### src/rtl/cla_pkg.sv
// Shared constants, result type and lookahead carry equations for the
// 16-bit CLA/RCA adder block.
package cla_pkg;

  localparam int unsigned GROUP_W   = 4;
  localparam int unsigned DEF_WIDTH = 16;

  // Carry-out concatenated above the sum: {cout, sum}
  typedef logic [DEF_WIDTH:0] sum_ext_t;

  // Carries into positions 0..3 of a 4-wide slice, given bit (or group)
  // propagate/generate and the slice carry-in. Flat two-level equations.
  function automatic logic [3:0] carries4(input logic [3:0] p,
                                          input logic [3:0] g,
                                          input logic       c0);
    logic [3:0] c;
    c[0] = c0;
    c[1] = g[0] | (p[0] & c0);
    c[2] = g[1] | (p[1] & g[0]) | (p[1] & p[0] & c0);
    c[3] = g[2] | (p[2] & g[1]) | (p[2] & p[1] & g[0])
         | (p[2] & p[1] & p[0] & c0);
    return c;
  endfunction

  // Generate term of a 4-wide slice (carry out when carry-in is 0)
  function automatic logic gen4(input logic [3:0] p,
                                input logic [3:0] g);
    return g[3] | (p[3] & g[2]) | (p[3] & p[2] & g[1])
         | (p[3] & p[2] & p[1] & g[0]);
  endfunction

endpackage

### src/rtl/cla_group4.sv
// 4-bit CLA group: in-group lookahead carries and sum bits from the
// group carry-in supplied by the second-level lookahead unit.
module cla_group4
  import cla_pkg::*;
(
  input  logic [3:0] i_a,
  input  logic [3:0] i_b,
  input  logic       i_c,
  output logic [3:0] o_sum
);

  logic [3:0] w_p;
  logic [3:0] w_g;
  logic [3:0] w_c;

  assign w_p   = i_a ^ i_b;
  assign w_g   = i_a & i_b;
  assign w_c   = carries4(w_p, w_g, i_c);
  assign o_sum = w_p ^ w_c;

endmodule

### src/rtl/rca_parametrizable.sv
// Purely combinational N-bit ripple-carry adder, used as the reference path.
module rca_parametrizable #(
  parameter int unsigned N = 16
) (
  input  logic [N-1:0] A,
  input  logic [N-1:0] B,
  input  logic         Cin,
  output logic [N-1:0] Sum,
  output logic         Cout
);

  logic [N:0] w_c;

  assign w_c[0] = Cin;

  for (genvar i = 0; i < N; i++) begin : g_fa
    assign Sum[i]   = A[i] ^ B[i] ^ w_c[i];
    assign w_c[i+1] = (A[i] & B[i]) | (w_c[i] & (A[i] ^ B[i]));
  end

  assign Cout = w_c[N];

endmodule

### src/rtl/cla_16bits.sv
// Registered adder: two-level CLA (primary) and RCA (reference) computed in
// parallel, with a registered RCA-vs-CLA mismatch flag.
module cla_16bits
  import cla_pkg::*;
#(
  parameter int unsigned WIDTH = 16
) (
  input  logic             clk,
  input  logic             rst,
  input  logic             in_valid,
  input  logic [WIDTH-1:0] a,
  input  logic [WIDTH-1:0] b,
  input  logic             cin,
  output logic             out_valid,
  output logic [WIDTH-1:0] sum_cla,
  output logic             cout_cla,
  output logic [WIDTH-1:0] sum_rca,
  output logic             cout_rca,
  output logic             mismatch
);

  localparam int unsigned NG  = WIDTH / GROUP_W;
  localparam int unsigned NB  = (NG + GROUP_W - 1) / GROUP_W;
  localparam int unsigned NGP = NB * GROUP_W;

  logic [WIDTH-1:0] w_p;
  logic [WIDTH-1:0] w_g;
  logic [NGP-1:0]   w_pg;
  logic [NGP-1:0]   w_gg;
  logic [NGP-1:0]   w_gc;
  logic [NB:0]      w_bc;
  logic [WIDTH-1:0] w_sum_cla;
  logic             w_cout_cla;
  logic [WIDTH-1:0] w_sum_rca;
  logic             w_cout_rca;
  logic             w_mismatch;

  logic             r_valid;
  logic [WIDTH-1:0] r_sum_cla;
  logic             r_cout_cla;
  logic [WIDTH-1:0] r_sum_rca;
  logic             r_cout_rca;
  logic             r_mismatch;

  assign w_p = a ^ b;
  assign w_g = a & b;

  // Group PG/GG come straight from the operands so the group carries never
  // depend on the group sum logic. Padding groups are transparent (PG=1,
  // GG=0) so a block carry passes through them unchanged.
  always_comb begin
    w_pg = '1;
    w_gg = '0;
    for (int unsigned gi = 0; gi < NG; gi++) begin
      w_pg[gi] = &w_p[gi*GROUP_W +: GROUP_W];
      w_gg[gi] = gen4(w_p[gi*GROUP_W +: GROUP_W], w_g[gi*GROUP_W +: GROUP_W]);
    end
  end

  // Second-level lookahead over groups of four groups (c4, c8, c12, cout
  // for WIDTH=16); wider operands chain these blocks.
  always_comb begin
    w_gc    = '0;
    w_bc    = '0;
    w_bc[0] = cin;
    for (int unsigned k = 0; k < NB; k++) begin
      w_gc[k*GROUP_W +: GROUP_W] = carries4(w_pg[k*GROUP_W +: GROUP_W],
                                            w_gg[k*GROUP_W +: GROUP_W], w_bc[k]);
      w_bc[k+1] = gen4(w_pg[k*GROUP_W +: GROUP_W], w_gg[k*GROUP_W +: GROUP_W])
                | (&w_pg[k*GROUP_W +: GROUP_W] & w_bc[k]);
    end
  end

  for (genvar gi = 0; gi < NG; gi++) begin : g_grp
    cla_group4 u_grp (
      .i_a   (a[gi*GROUP_W +: GROUP_W]),
      .i_b   (b[gi*GROUP_W +: GROUP_W]),
      .i_c   (w_gc[gi]),
      .o_sum (w_sum_cla[gi*GROUP_W +: GROUP_W])
    );
  end

  assign w_cout_cla = w_bc[NB];

  rca_parametrizable #(
    .N (WIDTH)
  ) u_rca (
    .A    (a),
    .B    (b),
    .Cin  (cin),
    .Sum  (w_sum_rca),
    .Cout (w_cout_rca)
  );

  assign w_mismatch = ({w_cout_cla, w_sum_cla} != {w_cout_rca, w_sum_rca});

  always_ff @(posedge clk) begin
    if (rst) begin
      r_valid    <= 1'b0;
      r_sum_cla  <= '0;
      r_cout_cla <= 1'b0;
      r_sum_rca  <= '0;
      r_cout_rca <= 1'b0;
      r_mismatch <= 1'b0;
    end else begin
      r_valid    <= in_valid;
      r_mismatch <= in_valid & w_mismatch;
      if (in_valid) begin
        r_sum_cla  <= w_sum_cla;
        r_cout_cla <= w_cout_cla;
        r_sum_rca  <= w_sum_rca;
        r_cout_rca <= w_cout_rca;
      end
    end
  end

  assign out_valid = r_valid;
  assign sum_cla   = r_sum_cla;
  assign cout_cla  = r_cout_cla;
  assign sum_rca   = r_sum_rca;
  assign cout_rca  = r_cout_rca;
  assign mismatch  = r_mismatch;

endmodule

### config.mk
export PLATFORM = sky130hd
export DESIGN_NAME = cla_16bits
export DESIGN_NICKNAME = d
export VERILOG_FILES = /design/src/rtl/cla_pkg.sv /design/src/rtl/cla_group4.sv /design/src/rtl/rca_parametrizable.sv /design/src/rtl/cla_16bits.sv
export SDC_FILE = /design/constraint.sdc
export NUM_CORES = 1
export LEC_CHECK = 0
export ABC_AREA = 1
export CAP_MARGIN = 20
export CORE_MARGIN = 4
export CORE_UTILIZATION = 50
export CTS_CLUSTER_SIZE = 14
export DETAILED_ROUTE_END_ITERATION = 8
export PLACE_DENSITY = 0.92
export REMOVE_ABC_BUFFERS = 1
export SLEW_MARGIN = 20
export SYNTH_ARGS = -nofsm -noshare
export SYNTH_HDL_FRONTEND = slang
export SYNTH_HIERARCHICAL = 1
export SYNTH_SLANG_ARGS = --single-unit
### constraint.sdc
create_clock -name clk -period 9.7 [get_ports clk]
set_input_delay 1.455 -clock clk [delete_from_list [all_inputs] [get_ports clk]]
set_output_delay 1.455 -clock clk [all_outputs]
set_load 0.01 [all_outputs]
==> metrics.yaml, run 1 <==
layout:
  drive_gt1_share_pct: 6.16
  num_antenna_cells: 0
  final_cell_count_no_fill: 543
  mostFrequentLayoutCell: "nand2_1"
  layout_common_cells: "72 x nand2_1, 71 x clkdlybuf4s50_1, 63 x nor2_1"
  area_growth_pct: 31.8
  final_nets: 554
power:
  ir_drop_v: 0.0000757
  leakagePower_nw: 1.83
  power_density_nw_per_um2: 145
timing:
  maxSlewViolCount: 0
  rsz0062_at_grt: "false"
  period_needed_ns: 8.84
  fin_setup_tns_ns: 0
  tightest_slew_ns: 0.899
  finalHoldViolCount: 0
  max-slew-margin-rel_pct: 40.0
  timing.final.crit_share_pct: 91.1
  skew_ns: 0
  fmax_mhz: 113
  final-setup-viol-count: 0
logic_synthesis:
  synth.distinct_cells: 21
  syn_area_per_cell_um2: 7.34
  netlist_area_um2: 2940
  syn-instance-count: 400
  synth_top_area_cell: "dfxtp_1"
  synth_warnings: 6
  synth_top_area_share_pct: 24.6
  ys_seq_area_share_pct: 24.6
  yosys-top-cells-area: "dfxtp_1 25%, fa_1 14%, ha_1 12%"
  ys_seq_elements: 36
routing:
  ant_nets: 0
  viasPerCell: 5.25
  drt-wirelength-per-cell_um: 13.8
  vias: 2851
  first_pass_iters: 5
  wl_mm: 7.49
  drt-initial-drc-count: 146
  drcViolationCount: 0
critical_path:
  cp_data_arrival_time_ns: 9.04
  path_class: "in -> reg"
  worstRegToRegCells: 2
  end_kind: "flop"
  worstPathRequired_ns: 9.90
  startpoint_type: "primary input"
  crit_fanout: 4
min_path:
  whs_path_depth: 2
  hold_class: "reg -> reg"
grt:
  grt_max_degree: 44
  antenna_found_initial: 0
  grt_pass1_wl_mm: 13.1
  first_global_vias: 2980
  overflow: 0
  grtUsageTotal_pct: 21.9
die:
  num_rows: 27
  die_area_um2: 7160
  die_height_um: 84.6
  core-area_um2: 5610
  pin_count: 72
  start_util_pct: 52.3
  die_w_um: 84.6
cts:
  clock_latency_ns: 0.29
  post_cts_buffers: 0
  cts_buffer_depth: 2
  hold_buffers: 0
  clkSlewWorstSetupHoldPaths_ns: 0.08
  cts_num_sinks: 36
  htreeDepth: 2
  cts_root_buf: "clkbuf_8"
  cts_tree: "done"
  cts_buffers: 5
  cts_resized: 0
place:
  numPortBuffers: 71
  place_hpwl_mm: 5.61
  gp_congestion: 0.825
  dp.cells: 535
status:
  status: "finished clean"
run:
  max-cap-violations: 0
## Yosys cell counts (all sizes together)
library cell / number
nand2: 82
nor2: 68
inv: 51
dfxtp: 36
o21ai: 34
ha: 28
nand3: 24
fa: 20
nand4: 14
a21oi: 11
xor2: 10
clkbuf: 7
xnor2: 6
or2: 4
nor3: 3
buf: 2
## path summary, 6_finish.rpt
| path | start | to | slack [ns] |
|---|---|---|---|
| max | a[0] | mismatch$_SDFF_PP0_ | 0.86 |
| min | cout_cla$_SDFFE_PP0P_ | cout_cla$_SDFFE_PP0P_ | 0.49 |
| max reg2reg | cout_rca$_SDFFE_PP0P_ | cout_rca$_SDFFE_PP0P_ | 8.98 |
| min reg2reg | cout_cla$_SDFFE_PP0P_ | cout_cla$_SDFFE_PP0P_ | 0.49 |
## registers in the layout, summed over array words and instances, names as in the netlist
register   flops
sum_rca       16
cout_cla       1
mismatch       1
sum_cla       16
cout_rca       1
out_valid      1
## where the power goes
part           switching [mW]  internal, mW  leakage [nW]  total, mW
Sequential            0.00657         0.162         0.299      0.168
Clock                  0.0586         0.129        0.0784      0.187
Combinational           0.111        0.0943          1.45      0.205
Total                   0.176         0.385          1.83      0.561
## layout make-up
class	count	area (um^2)
Timing Repair Buffer	72	718
Fill cell	464	1740
Clock inverter	3	90.1
Tap cell	72	90.1
Multi-Input combinational cell	304	1990
Sequential cell	36	721
Inverter	51	191
Clock buffer	5	68.8
## layer usage
metal | share of wire [%] | GRT usage [%] | vias up
li1 | - | - | 1415
met1 | 42 | 26.1 | 1317
met2 | 50 | 39.4 | 98
met3 | 6.0 | 4.51 | 21
met4 | 2.1 | 6.47 | 0
met5 | 0 | 0 | -
## critical path: stages
cell,delay (ns)
clkdlybuf4s50_1,0.52
fa_1,0.46
inv_1,0.08
fa_1,0.15
inv_1,0.06
fa_1,0.40
fa_1,0.40
fa_1,0.40
fa_1,0.40
fa_1,0.39
fa_1,0.40
fa_1,0.40
fa_1,0.40
fa_1,0.40
fa_1,0.41
fa_1,0.42
fa_1,0.40
fa_1,0.38
inv_1,0.08
fa_1,0.40
inv_1,0.11
xnor2_1,0.14
nand4_1,0.10
nor2_1,0.12
nand3_2,0.08
nand2_1,0.05
inv_1,0.03
## per-stage QoR
stage / hold WS [ns] / utilization [%] / cell area [um^2] / total power [mW] / setup slack (ns)
6_report: 0.486 / 69.0 / 3870 / 0.561 / 0.864
5_1_grt: 0.519 / 69.0 / 3870 / 0.596 / 0.518
4_1_cts: 0.487 / 69.0 / 3870 / 0.563 / 0.873
3_5_place_dp: 0.466 / 66.2 / 3710 / 0.372 / 0.662
3_3_place_gp: 0.460 / 66.2 / 3710 / 0.364 / 0.802
2_1_floorplan: 0.495 / - / 2900 / 0.292 / 1.58
## logic make-up after synthesis
logic type               share of synthesized area, %
AND/OR/NAND/NOR                                  29.8
buffers and inverters                            7.67
adder cells (fa/ha/maj)                          25.6
AO/OA/AOI/OAI                                    7.67
flip-flops                                       24.6
XOR/XNOR                                         4.77
(Power assumes the default switching activity.)
==> inputs of run 2 (changes only) <==
- PLACE_DENSITY: 0.92 -> 0.93
- SYNTH_HIERARCHICAL: 1 -> default
==> run 2 against run 1 <==
Compared with the run above:
- maximum frequency increased by 1.0%
- global-route usage increased by 0.89 points
- die area decreased by 4.8%
- sequential share of layout area increased by 0.24 points
- largest power group unchanged
- synthesized cell count decreased by 0.75%
- critical path depth decreased by 1
==> metrics.yaml, run 2 <==
place:
  numPortBuffers: 71
  gp_congestion: 0.845
  placed_cell_area_um2: 3530
  place_hpwl_mm: 5.81
logic_synthesis:
  yosys-top-cells-area: "dfxtp_1 24%, fa_1 14%, inv_1 12%"
  synth.distinct_cells: 26
  ys_seq_area_share_pct: 24.5
  syn_area_per_cell_um2: 7.01
  netlist_area_um2: 2780
  async_reset_ff_share_pct: 0
  synth_common_cells: "91 x inv_1, 68 x nand2_1, 35 x nand3_1, 34 x dfxtp_1, 27 x o21ai_0"
  synth_edf_count: 0
  syn-instance-count: 397
  ys_dominant_reg_cell: "dfxtp_1"
  synthMostInstantiatedCell: "inv_1"
  ys_seq_elements: 34
  synth_top_area_cell: "dfxtp_1"
  synth_top_area_share_pct: 24.5
  synth_warnings: 0
timing:
  rsz0062_at_grt: "false"
  finalHoldViolCount: 0
  period_needed_ns: 8.74
  skew_ns: 0
  max-slew-margin-rel_pct: 50.7
  final-setup-viol-count: 0
  maxSlewViolCount: 0
  whs_ns: 0.480
  fin_setup_tns_ns: 0
  fmax_mhz: 114
  tightest_slew_ns: 0.739
  timing.final.crit_share_pct: 90.1
layout:
  drive_gt1_share_pct: 7.10
  num_antenna_cells: 0
  final_cell_area_um2: 3610
  mostFrequentLayoutCell: "inv_1"
  layout_common_cells: "91 x inv_1, 71 x clkdlybuf4s50_1, 68 x nand2_1"
  area_growth_pct: 29.7
  largest_reg_flops: 16
  final_nets: 536
critical_path:
  startpoint_type: "primary input"
  path_class: "in -> reg"
  crit_fanout: 5
  r2r_end: "sum_cla[9]$_SDFFE_PP0P_"
  slowest_delay_ns: 0.56
  cp_slowest_cell: "clkdlybuf4s50_1"
  worstPathRequired_ns: 9.89
  critical_path.endpoint: "mismatch$_SDFF_PP0_"
  worstRegToRegCells: 4
  worstSetupStartpoint: "cin"
  critPathMostFrequentCell: "fa_1"
  reg2reg_slack_ns: 8.99
  end_kind: "flop"
  cp_data_arrival_time_ns: 8.93
  worstReg2RegStart: "sum_cla[9]$_SDFFE_PP0P_"
grt:
  overflow: 0
  antenna_found_initial: 0
  grt_max_degree: 57
  first_global_vias: 2773
  grt_pass1_wl_mm: 12.0
  grtUsageTotal_pct: 22.8
die:
  pin_count: 72
  core-area_um2: 5240
  die_w_um: 82.6
  start_util_pct: 53.1
  die_area_um2: 6820
  die_height_um: 82.6
  num_rows: 26
routing:
  wl_mm: 7.18
  viasPerCell: 5.07
  drt-initial-drc-count: 161
  first_pass_iters: 5
  drcViolationCount: 0
  vias: 2712
  drt-wirelength-per-cell_um: 13.4
  ant_nets: 0
status:
  status: "finished clean"
cts:
  hold_buffers: 0
  cts_num_sinks: 34
  cts_root_buf: "clkbuf_8"
  cts_buffers: 5
  clkSlewWorstSetupHoldPaths_ns: 0.07
  cts_resized: 0
  htreeDepth: 2
  clock_latency_ns: 0.29
  cts_buffer_depth: 2
  cts_tree: "done"
  post_cts_buffers: 0
power:
  leakagePower_nw: 1.86
  power_density_nw_per_um2: 127
  ir_drop_v: 0.0000649
run:
  max-cap-violations: 0
min_path:
  hold_class: "reg -> reg"
[run 2: cell count changes after synthesis, moves of 5 or more]
cell and change:
inv_1 +42, nor2_1 -37, a21oi_1 +14, nand3_1 +14, ha_1 -12, nand4_1 -12
xor2_1 -10, o21ai_0 -7, xnor2_1 -5
[run 2: logic make-up (layout without fill, tap and decap cells)]
group           after synthesis  after routing  share of synthesized area [%]
fa+ha+maj                    35             35                           20.9
xor+xnor                      1              1                          0.315
simple gates                163            163                           28.0
compound gates               62             62                           12.1
buf+inv                     102            170                           14.3
flops                        34             34                           24.5
[run 2: per-stage QoR]
stage / setup slack (ns) / cells / power (mW) / utilization [%]
4_1_cts: 0.956 / 535 / 0.460 / 68.9
5_1_grt: 0.682 / 535 / 0.489 / 68.9
3_5_place_dp: 0.700 / 528 / 0.358 / 67.4
6_report: 0.956 / 535 / 0.457 / 68.9
2_1_floorplan: 1.62 / 386 / 0.281 / -
3_3_place_gp: 0.864 / 528 / 0.352 / 67.4
[run 2: cell type report]
cell class              count  area, um^2
inverters                  91         342
multi-input cells         261        1700
repair buffers             72         718
flip-flops and latches     34         681
clock buffers               7        76.3
well taps                  70        87.6
fillers                   432        1630
[run 2: worst max-delay path, delay by kind of cell]
kind	cells	cell delay (ns)
fa+ha+maj	16	6.23
buf+inv	5	0.82
simple gates	5	0.42
[run 2: per-layer routing]
metal,GRT usage (%),share of wire [%]
met1,26.8,41
met5,0,0
met3,4.88,6.5
met2,41.7,51
met4,6.21,1.3
[run 2: power by group]
group	switching (mW)	internal, mW
clock network	0.0513	0.0495
logic	0.107	0.0897
registers	0.00701	0.153
total	0.165	0.292
[run 2: how the worst min path moves through the flow]
stage,startpoint,to,slack (ns),depth (start not counted)
after global placement,sum_cla[15]$_SDFFE_PP0P_,sum_cla[15]$_SDFFE_PP0P_,0.47,2
after CTS,sum_cla[10]$_SDFFE_PP0P_,sum_cla[10]$_SDFFE_PP0P_,0.49,2
final,sum_cla[10]$_SDFFE_PP0P_,sum_cla[10]$_SDFFE_PP0P_,0.48,2
after floorplan,sum_cla[6]$_SDFFE_PP0P_,sum_cla[6]$_SDFFE_PP0P_,0.49,2
after global routing,sum_cla[6]$_SDFFE_PP0P_,sum_cla[6]$_SDFFE_PP0P_,0.51,2
after detailed placement,sum_cla[10]$_SDFFE_PP0P_,sum_cla[10]$_SDFFE_PP0P_,0.46,2
